===== config.mk =====
export PLATFORM = sky130hd
export DESIGN_NAME = uart_tx_fifo
export DESIGN_NICKNAME = d
export VERILOG_FILES = /design/src/rtl/uart_tx_fifo.sv
export SDC_FILE = /design/constraint.sdc
export NUM_CORES = 1
export LEC_CHECK = 0
export CORE_ASPECT_RATIO = 1.75
export CORE_UTILIZATION = 50
export CTS_BUF_LIST = sky130_fd_sc_hd__clkbuf_4 sky130_fd_sc_hd__clkbuf_8
export DETAILED_ROUTE_END_ITERATION = 10
export PLACE_DENSITY = 0.71
export SLEW_MARGIN = 40
export SYNTH_ARGS = -nofsm -noshare
export SYNTH_HDL_FRONTEND = slang
export SYNTH_SLANG_ARGS = --single-unit

===== constraint.sdc =====
create_clock -name clk -period 3.15 [get_ports clk]
set_input_delay 0.4725 -clock clk [delete_from_list [all_inputs] [get_ports clk]]
set_output_delay 0.4725 -clock clk [all_outputs]
set_load 0.03 [all_outputs]

===== src/rtl/uart_tx_fifo.sv =====
// uart_tx_fifo: byte FIFO draining into a UART transmitter; define UART_TX_FIFO_OVERFLOW_EN for a sticky overflow flag
module uart_tx_fifo #(
  parameter int DEPTH = 16,
  localparam int AW = $clog2(DEPTH),
  localparam int LW = $clog2(DEPTH) + 1
) (
  input  logic          clk,
  input  logic          resetn,
  input  logic          flush,
  input  logic [7:0]    wr_data,
  input  logic          wr_en,
  output logic          full,
  output logic          empty,
  output logic [LW-1:0] level,
  output logic          overflow,
  output logic [7:0]    tx_data,
  output logic          tx_wr,
  input  logic          tx_busy
);
  typedef enum logic [1:0] {S_IDLE, S_ISSUE, S_HOLD, S_WAIT} state_t;
  state_t        state_q, state_d;
  logic [7:0]    mem_q [DEPTH];
  logic [AW-1:0] wr_ptr_q, wr_ptr_d, rd_ptr_q, rd_ptr_d;
  logic [LW-1:0] level_q, level_d;
  logic [7:0]    tx_data_q, tx_data_d;
  logic          tx_wr_q, tx_wr_d;
  logic          push, pop;
  always_comb begin
    full      = level_q == LW'(DEPTH);
    empty     = level_q == '0;
    push      = wr_en && !full && !flush;
    pop       = !flush && state_q == S_IDLE && !empty && !tx_busy;
    wr_ptr_d  = flush ? '0 : wr_ptr_q + AW'(push);
    rd_ptr_d  = flush ? '0 : rd_ptr_q + AW'(pop);
    level_d   = flush ? '0 : level_q + LW'(push) - LW'(pop);
    tx_wr_d   = pop;
    tx_data_d = pop ? mem_q[rd_ptr_q] : tx_data_q;
    state_d   = flush ? S_IDLE :
                (state_q == S_IDLE)  ? (pop ? S_ISSUE : S_IDLE) :
                (state_q == S_ISSUE) ? S_HOLD :
                (state_q == S_HOLD)  ? (tx_busy ? S_WAIT : S_HOLD) :
                (tx_busy ? S_WAIT : S_IDLE);
  end
  always_ff @(posedge clk)
    if (push) mem_q[wr_ptr_q] <= wr_data;
  always_ff @(posedge clk or negedge resetn)
    if (!resetn) begin
      state_q   <= S_IDLE;
      wr_ptr_q  <= '0;
      rd_ptr_q  <= '0;
      level_q   <= '0;
      tx_data_q <= 8'h00;
      tx_wr_q   <= 1'b0;
    end else begin
      state_q   <= state_d;
      wr_ptr_q  <= wr_ptr_d;
      rd_ptr_q  <= rd_ptr_d;
      level_q   <= level_d;
      tx_data_q <= tx_data_d;
      tx_wr_q   <= tx_wr_d;
    end
  assign level   = level_q;
  assign tx_data = tx_data_q;
  assign tx_wr   = tx_wr_q;
`ifdef UART_TX_FIFO_OVERFLOW_EN
  logic ovf_q, ovf_d;
  assign ovf_d = flush ? 1'b0 : ovf_q | (wr_en & full);
  always_ff @(posedge clk or negedge resetn)
    if (!resetn) ovf_q <= 1'b0;
    else ovf_q <= ovf_d;
  assign overflow = ovf_q;
`else
  assign overflow = 1'b0;
`endif
endmodule


=== Word-level counts from Yosys, hierarchy flattened ===
Memory sizes are Yosys's and may differ from the RTL's. A register that Yosys moved wholly into a read port is not among the register bits.
Cells that the tools add are included.

* Output and inout port bits: 17
* Word-level logic and storage cells: 37
* Bits in read-only memories: 0
* Memories: 1
* Register bits after elaboration: 16
* Bits in latches: 0
* Bits of input ports: 13
* RAM bits: 128

* Reductions and logical operators: 12
* $lt $le $gt $ge: 0
* Equal/unequal tests: 3
* Muxes and demuxes: 12
* Divide/modulo/power cells: 0
* Multipliers: 0
* Add/subtract/negate cells: 4
* Bitwise logic cells: 0
* Shift operators: 0

{| class="wikitable"
|+ Memories
! memory !! depth !! bits a word !! read ports !! clocked after memory_dff !! wr ports !! RTL line !! text
|-
| mem_q || 16 || 8 || 1 || 1 || 1 || 22 || <nowiki>logic [7:0] mem_q [DEPTH];</nowiki>
|}

{| class="wikitable"
|+ Operator list
! cell !! count
|-
| 2-to-1 mux 2 bit || 5
|-
| adder 4 x 1 -> 4 bit || 2
|-
| 2-to-1 mux 4 bit || 2
|-
| adder 5 x 1 -> 5 bit || 1
|-
| equality test 5 bit, second input constant || 1
|-
| logical AND 1 bit || 5
|-
| zero test 1 bit || 5
|-
| zero test 5 bit || 1
|-
| 2-to-1 mux 5 bit || 1
|-
| subtractor 5 x 1 -> 5 bit || 1
|-
| 2-to-1 mux 1 bit || 4
|-
| equality test 2 x 1 -> 1 bit, second input constant || 1
|-
| equality test 2 bit, second input constant || 1
|-
| zero test 2 bit || 1
|}

=== Longest topological paths before layout ===
* Depth after elaboration: 7
* Gate-level depth with buffers: 16
* Mapped depth without buffers: 14

=== Worst setup path before layout ===
OpenSTA, ideal clock, no wires.

* Path kind: flip-flop to flip-flop
* From: register level_q[3], in the netlist level[3]
* To: register level_q[4], in the netlist level[4]
* Slack: -0.747 ns
* Stages on the path, launching flop included: 17
* Arrival time: 3.762 ns
* Period minus slack after synthesis: 3.897 ns
* Library setup time: 0.135 ns
* Data required time: 3.015 ns
* Buffers on the path: 2
* Cells stage by stage: dfrtp_1 > inv_1 > ha_1 > nor4b_1 > or4b_1 > buf_2 > buf_2 > inv_1 > ha_1 > inv_1 > ha_1 > inv_1 > fa_1 > nor2b_1 > o21bai_1 > a21oi_1 > nor3b_1

* Elaborated cells between the ends (all ways): 11
* Classes of those cells: 2 x add/sub; 1 x eq/ne; 1 x mux; 7 x reduce/logical

{| class="wikitable"
|+ RTL lines
! element !! RTL line !! text
|-
| from (decl) || 24 || <nowiki>logic [LW-1:0] level_q, level_d;</nowiki>
|-
| from (signal assigned) || 58 || <nowiki>level_q <= level_d;</nowiki>
|-
| zero test 5 bit || 30 || <nowiki>empty = level_q == '0;</nowiki>
|-
| via empty || 13 || <nowiki>output logic empty,</nowiki>
|-
| zero test 1 bit || 32 || <nowiki>pop = !flush && state_q == S_IDLE && !empty && !tx_busy;</nowiki>
|-
| logical AND 1 bit (2 in a row) || 32 ||
|-
| via pop || 27 || <nowiki>logic push, pop;</nowiki>
|-
| subtractor 5 x 1 -> 5 bit || 35 || <nowiki>level_d = flush ? '0 : level_q + LW'(push) - LW'(pop);</nowiki>
|-
| 2-to-1 mux 5 bit || 35 ||
|-
| via level_d[4] || 24 ||
|}

The timed path passes the listed nets, and every way through them passes these cells.

=== Final worst setup path ===
* From: register level_q[2], in the netlist level[2]
* To: register level_q[4], in the netlist level[4]

* Elaborated cells between the ends (all ways): 11
* Classes of those cells: 2 x add/sub; 1 x eq/ne; 1 x mux; 7 x reduce/logical

{| class="wikitable"
|+ RTL lines
! element !! RTL line
|-
| zero test 5 bit || 30
|-
| zero test 1 bit || 32
|-
| logical AND 1 bit (2 in a row) || 32
|-
| via pop || 27
|-
| subtractor 5 x 1 -> 5 bit || 35
|-
| 2-to-1 mux 5 bit || 35
|-
| via level_d[4] || 24
|}

The timed path passes the listed nets, and every way through them passes these cells.

==> flow_summary.html <==
<table>
<tr><th>Metric</th><th>Value</th></tr>
<tr><th colspan="2">Yosys</th></tr>
<tr><td>Count of synthesis-stage warnings from yosys</td><td>0</td></tr>
<tr><td>Avg Inst Size Synth</td><td>19.4 sq um</td></tr>
<tr><td>Biggest area consumer among synthesized cells</td><td>edfxtp_1</td></tr>
<tr><td>Cell variety after synth</td><td>38</td></tr>
<tr><td>Synth Area in Adders</td><td>0.0235</td></tr>
<tr><td>Sequential element share of the synthesized area</td><td>0.720</td></tr>
<tr><td>Flop and latch count out of synthesis</td><td>152</td></tr>
<tr><td>Leading post-synthesis cells by cell area</td><td>edfxtp_1 (62%), dfrtp_1 (9.7%), mux4_1 (8.1%), mux4_2 (4.7%), ha_1 (2.0%)</td></tr>
<tr><td>Most used flip-flop cell after synthesis</td><td>edfxtp_1</td></tr>
<tr><td>Synthesized-area fraction occupied by and/or/nand/nor cells</td><td>0.0473</td></tr>
<tr><td>Share of flip-flops with an asynchronous set or reset after synthesis</td><td>0.158</td></tr>
<tr><td>Share of cell area taken by muxes after synthesis</td><td>0.141</td></tr>
<tr><td>Most numerous cell types in the synthesized netlist</td><td>edfxtp_1 (128), dfrtp_1 (24), nor2_1 (20)</td></tr>
<tr><td>Combinational family with the most area after synthesis</td><td>multiplexers</td></tr>
<tr><td>Nets in the synthesized netlist</td><td>342</td></tr>
<tr><td>Top cell type's share of synthesized area</td><td>0.623</td></tr>
<tr><td>Most repeated cell in the gate-level netlist after synthesis</td><td>edfxtp_1</td></tr>
<tr><td>Gate count of the mapped netlist</td><td>318</td></tr>
<tr><td>Xor/xnor share of the synthesized area</td><td>0.00852</td></tr>
<tr><td>Count of flip-flops with a built-in enable after synthesis</td><td>128</td></tr>
<tr><td>Mapped Area</td><td>6170 sq um</td></tr>
<tr><td>Share of the synthesized area in compound gates (AO/OA/AOI/OAI)</td><td>0.0324</td></tr>
<tr><th colspan="2">Worst hold path</th></tr>
<tr><td>Worst min path class</td><td>in2async</td></tr>
<tr><th colspan="2">Drt</th></tr>
<tr><td>Drt first-iter violations</td><td>127</td></tr>
<tr><td>Post-Route WL</td><td>11.2 mm</td></tr>
<tr><td>Number of detailed-route iterations in the first pass</td><td>4</td></tr>
<tr><td>Vias per inst</td><td>5.57</td></tr>
<tr><td>Via count</td><td>3069</td></tr>
<tr><td>Post-detailed-route wirelength per cell</td><td>between 20 and 25 um</td></tr>
<tr><td>Remaining antenna violation count after routing</td><td>0</td></tr>
<tr><td>DRC violations left</td><td>0</td></tr>
<tr><th colspan="2">Timing</th></tr>
<tr><td>Transition at the pin with the smallest max-transition slack</td><td>around 0.64 ns</td></tr>
<tr><td>Min Clock Period, post-route</td><td>around 2.9 ns</td></tr>
<tr><td>Slew HR</td><td>0.572</td></tr>
<tr><td>Setup-failing EPs final</td><td>0</td></tr>
<tr><td>Accumulated negative setup slack</td><td>0 ns</td></tr>
<tr><td>Final worst path period share</td><td>0.912</td></tr>
<tr><td>Final Hold Viols</td><td>0</td></tr>
<tr><td>Worst hold slack across all endpoints</td><td>around 0.38 ns</td></tr>
<tr><td>Unrepaired setup endpoints after global routing</td><td>no</td></tr>
<tr><td>F_max</td><td>between 300 and 400 MHz</td></tr>
<tr><td>Final number of max-transition violations</td><td>0</td></tr>
<tr><td>Worst-case clock skew</td><td>around 0.015 ns</td></tr>
<tr><th colspan="2">Clock tree</th></tr>
<tr><td>Post-cts gate resize count</td><td>0</td></tr>
<tr><td>Buffer type at the clock tree root</td><td>clkbuf_8</td></tr>
<tr><td>Clock tree from TritonCTS</td><td>yes</td></tr>
<tr><td>Max H-tree Level</td><td>4</td></tr>
<tr><td>Latest clock arrival within the worst-skew pair</td><td>0.45 ns</td></tr>
<tr><td>Maximum number of buffers from clock root to sink</td><td>2</td></tr>
<tr><td>Number of buffers created by CTS</td><td>17</td></tr>
<tr><td>Setup Fix Bufs, Post-CTS</td><td>0</td></tr>
<tr><td>Clock slew seen by the registers of the worst setup and hold paths</td><td>0.08 ns</td></tr>
<tr><td>Sink Count</td><td>152</td></tr>
<tr><td>Hold buffer count at CTS</td><td>0</td></tr>
<tr><th colspan="2">Pwr</th></tr>
<tr><td>Fraction of power consumed by the clock network</td><td>0.288</td></tr>
<tr><td>Register share of total power</td><td>0.498</td></tr>
<tr><td>Fraction of power spent switching nets</td><td>0.286</td></tr>
<tr><td>Ratio of total power to cell area</td><td>between 600 and 700 nW/um^2</td></tr>
<tr><td>Switch Pwr</td><td>1380 uW</td></tr>
<tr><td>Leakage power figure</td><td>between 0.002 and 0.0025 uW</td></tr>
<tr><td>Cell internal power dissipation</td><td>3450 uW</td></tr>
<tr><td>Share of total power in combinational logic</td><td>0.214</td></tr>
<tr><td>Largest voltage drop on the vdd net</td><td>0.307 mV</td></tr>
<tr><th colspan="2">Setup path</th></tr>
<tr><td>Element type at the critical path start</td><td>flip-flop</td></tr>
<tr><td>Worst Path Arrival</td><td>3.24 ns</td></tr>
<tr><td>Worst R2R Setup Slack</td><td>0.28 ns</td></tr>
<tr><td>FF-to-FF End</td><td>level[4]$_DFF_PN0_</td></tr>
<tr><td>Reg-to-reg startpoint</td><td>level[2]$_DFF_PN0_</td></tr>
<tr><td>Endpoint kind of the worst setup timing path</td><td>flip-flop</td></tr>
<tr><td>Capturing instance or port of the critical path</td><td>level[4]$_DFF_PN0_</td></tr>
<tr><td>Max incr delay on CP</td><td>0.49 ns</td></tr>
<tr><td>Crit Path Max Fanout</td><td>3</td></tr>
<tr><td>Cell with the most instances on the worst path</td><td>inv_1</td></tr>
<tr><td>Cells along the critical path</td><td>inv_1 &gt; ha_1 &gt; nor4b_4 &gt; or4b_1 &gt; inv_1 &gt; ha_1 &gt; inv_1 &gt; ha_1 &gt; inv_1 &gt; fa_1 &gt; nor2b_1 &gt; o21bai_1 &gt; nand3_1 &gt; nor3b_1</td></tr>
<tr><td>Logic depth of the worst register-to-register path</td><td>14</td></tr>
<tr><td>Category of the critical setup timing path</td><td>reg2reg</td></tr>
<tr><td>Required time of the critical path</td><td>around 3.5 ns</td></tr>
<tr><td>CP max-delay cell</td><td>or4b_1</td></tr>
<tr><td>Start point of the critical path</td><td>level[2]$_DFF_PN0_</td></tr>
<tr><th colspan="2">Floorplanning</th></tr>
<tr><td>I/O Pins</td><td>30</td></tr>
<tr><td>Die ar.</td><td>around 13000 sq um</td></tr>
<tr><td>Die Span Y</td><td>149 um</td></tr>
<tr><td>Die Span X</td><td>86.0 um</td></tr>
<tr><td>Core Rows</td><td>53</td></tr>
<tr><td>Core area</td><td>roughly 12000 sq um</td></tr>
<tr><td>Initial core utilization</td><td>0.514</td></tr>
<tr><th colspan="2">Global routing</th></tr>
<tr><td>Global-route wire length before repair</td><td>17.3 mm</td></tr>
<tr><td>Remaining Overflow, GRT</td><td>0</td></tr>
<tr><td>Initial antenna violation count</td><td>0</td></tr>
<tr><td>GRT Overall Usage</td><td>0.193</td></tr>
<tr><td>Number of global-route vias before repair</td><td>between 3000 and 4000</td></tr>
<tr><td>Pin count of the biggest net entering global routing</td><td>25</td></tr>
<tr><th colspan="2">Status</th></tr>
<tr><td>Outcome</td><td>finished clean</td></tr>
<tr><th colspan="2">Flow run</th></tr>
<tr><td>Number of max-cap violations</td><td>0</td></tr>
<tr><th colspan="2">Final layout</th></tr>
<tr><td>Total number of nets in the final design</td><td>a little under 400</td></tr>
<tr><td>Number of diodes</td><td>0</td></tr>
<tr><td>Proportion of layout cells with a drive suffix above 1</td><td>0.202</td></tr>
<tr><td>Area delta synth-&gt;final</td><td>15.7%</td></tr>
<tr><th colspan="2">Placement</th></tr>
<tr><td>Buffers on Ports</td><td>28</td></tr>
<tr><td>Detailed placer's ending HPWL</td><td>7.71 mm</td></tr>
<tr><td>RePlAce Congestion</td><td>between 0.7 and 0.8</td></tr>
</table>
==> cells by family after synthesis <==
| logic type | count (synthesis) |
|---|---|
| AO/OA/AOI/OAI | 29 |
| XOR/XNOR | 6 |
| adder cells (fa/ha/maj) | 11 |
| buffers and inverters | 27 |
| flip-flops | 152 |
| multiplexers | 40 |
| other | 1 |
| AND/OR/NAND/NOR | 52 |
==> placed cells by master (no fill, tap or decap), types with 7 or more instances in the layout <==
cell type	instances
nor2_1	20
clkdlybuf4s50_1	28
edfxtp_1	128
mux4_2	13
ha_1	10
mux2i_1	8
a211oi_1	8
a21o_1	9
buf_4	25
dfrtp_1	21
inv_1	9
o22ai_1	8
mux4_1	19
clkbuf_8	17
nor2b_1	7
==> critical path, delay by kind of cell (launching register included) <==
kind | cells | cell delay, ns
buffers and inverters | 4 | 0.30
adder cells (fa/ha/maj) | 4 | 0.97
AO/OA/AOI/OAI | 1 | 0.10
flip-flops | 1 | 0.38
AND/OR/NAND/NOR | 5 | 1.05
==> layout make-up <==
| cell class | count | area, sq um |
|---|---|---|
| clock buffers | 18 | 241 |
| clock inverters | 14 | 138 |
| fillers | 899 | 4870 |
| inverters | 9 | 33.8 |
| multi-input cells | 139 | 1580 |
| flip-flops and latches | 152 | 4450 |
| well taps | 165 | 206 |
| repair buffers | 54 | 488 |
==> power by group through the flow <==
stage               Sequential [uW]  Combinational, uW  Clock [uW]
floorplan                      2560                601           0
global placement               2450               1030           0
detailed placement             2460               1050           0
CTS                            2410               1050        1430
global route                   2430               1120        1500
finish                         2410               1040        1390
==> worst min path at each step <==
stage | startpoint | to
floorplan | resetn | level[0]$_DFF_PN0_
global placement | tx_data[7]$_DFFE_PN0N_ | tx_data[7]$_DFFE_PN0N_
detailed placement | tx_data[4]$_DFFE_PN0N_ | tx_data[4]$_DFFE_PN0N_
CTS | resetn | tx_data[4]$_DFFE_PN0N_
global route | resetn | tx_data[4]$_DFFE_PN0N_
finish | resetn | level[1]$_DFF_PN0_
==> per-stage QoR <==
step                setup slack, ns   util  power, uW  cell area, sq um  cells
detailed placement           0.0740  0.563       3500              6760    519
global placement              0.135  0.563       3480              6760    519
CTS                           0.266  0.594       4890              7140    551
global route                 0.0511  0.594       5040              7140    551
finish                        0.277  0.594       4840              7140    551
floorplan                    0.0112      -       3160              6190    318
==> registers in the layout, summed over array words and instances, names as in the netlist <==
signal / flops
level: 5
mem_q: 128
rd_ptr_q: 4
state_q: 2
tx_data: 8
tx_wr: 1
wr_ptr_q: 4
==> metal layers <==
layer  global-route usage  vias up  wire length (um)  share of wire
met5                    0        -                 0              0
met4                0.108        0               488          0.044
met3               0.0487       32               420          0.038
met2                0.332       93              6040           0.54
met1                0.215     1563              4240           0.38
li1                     -     1381                 -              -
(Power assumes the default switching activity.)
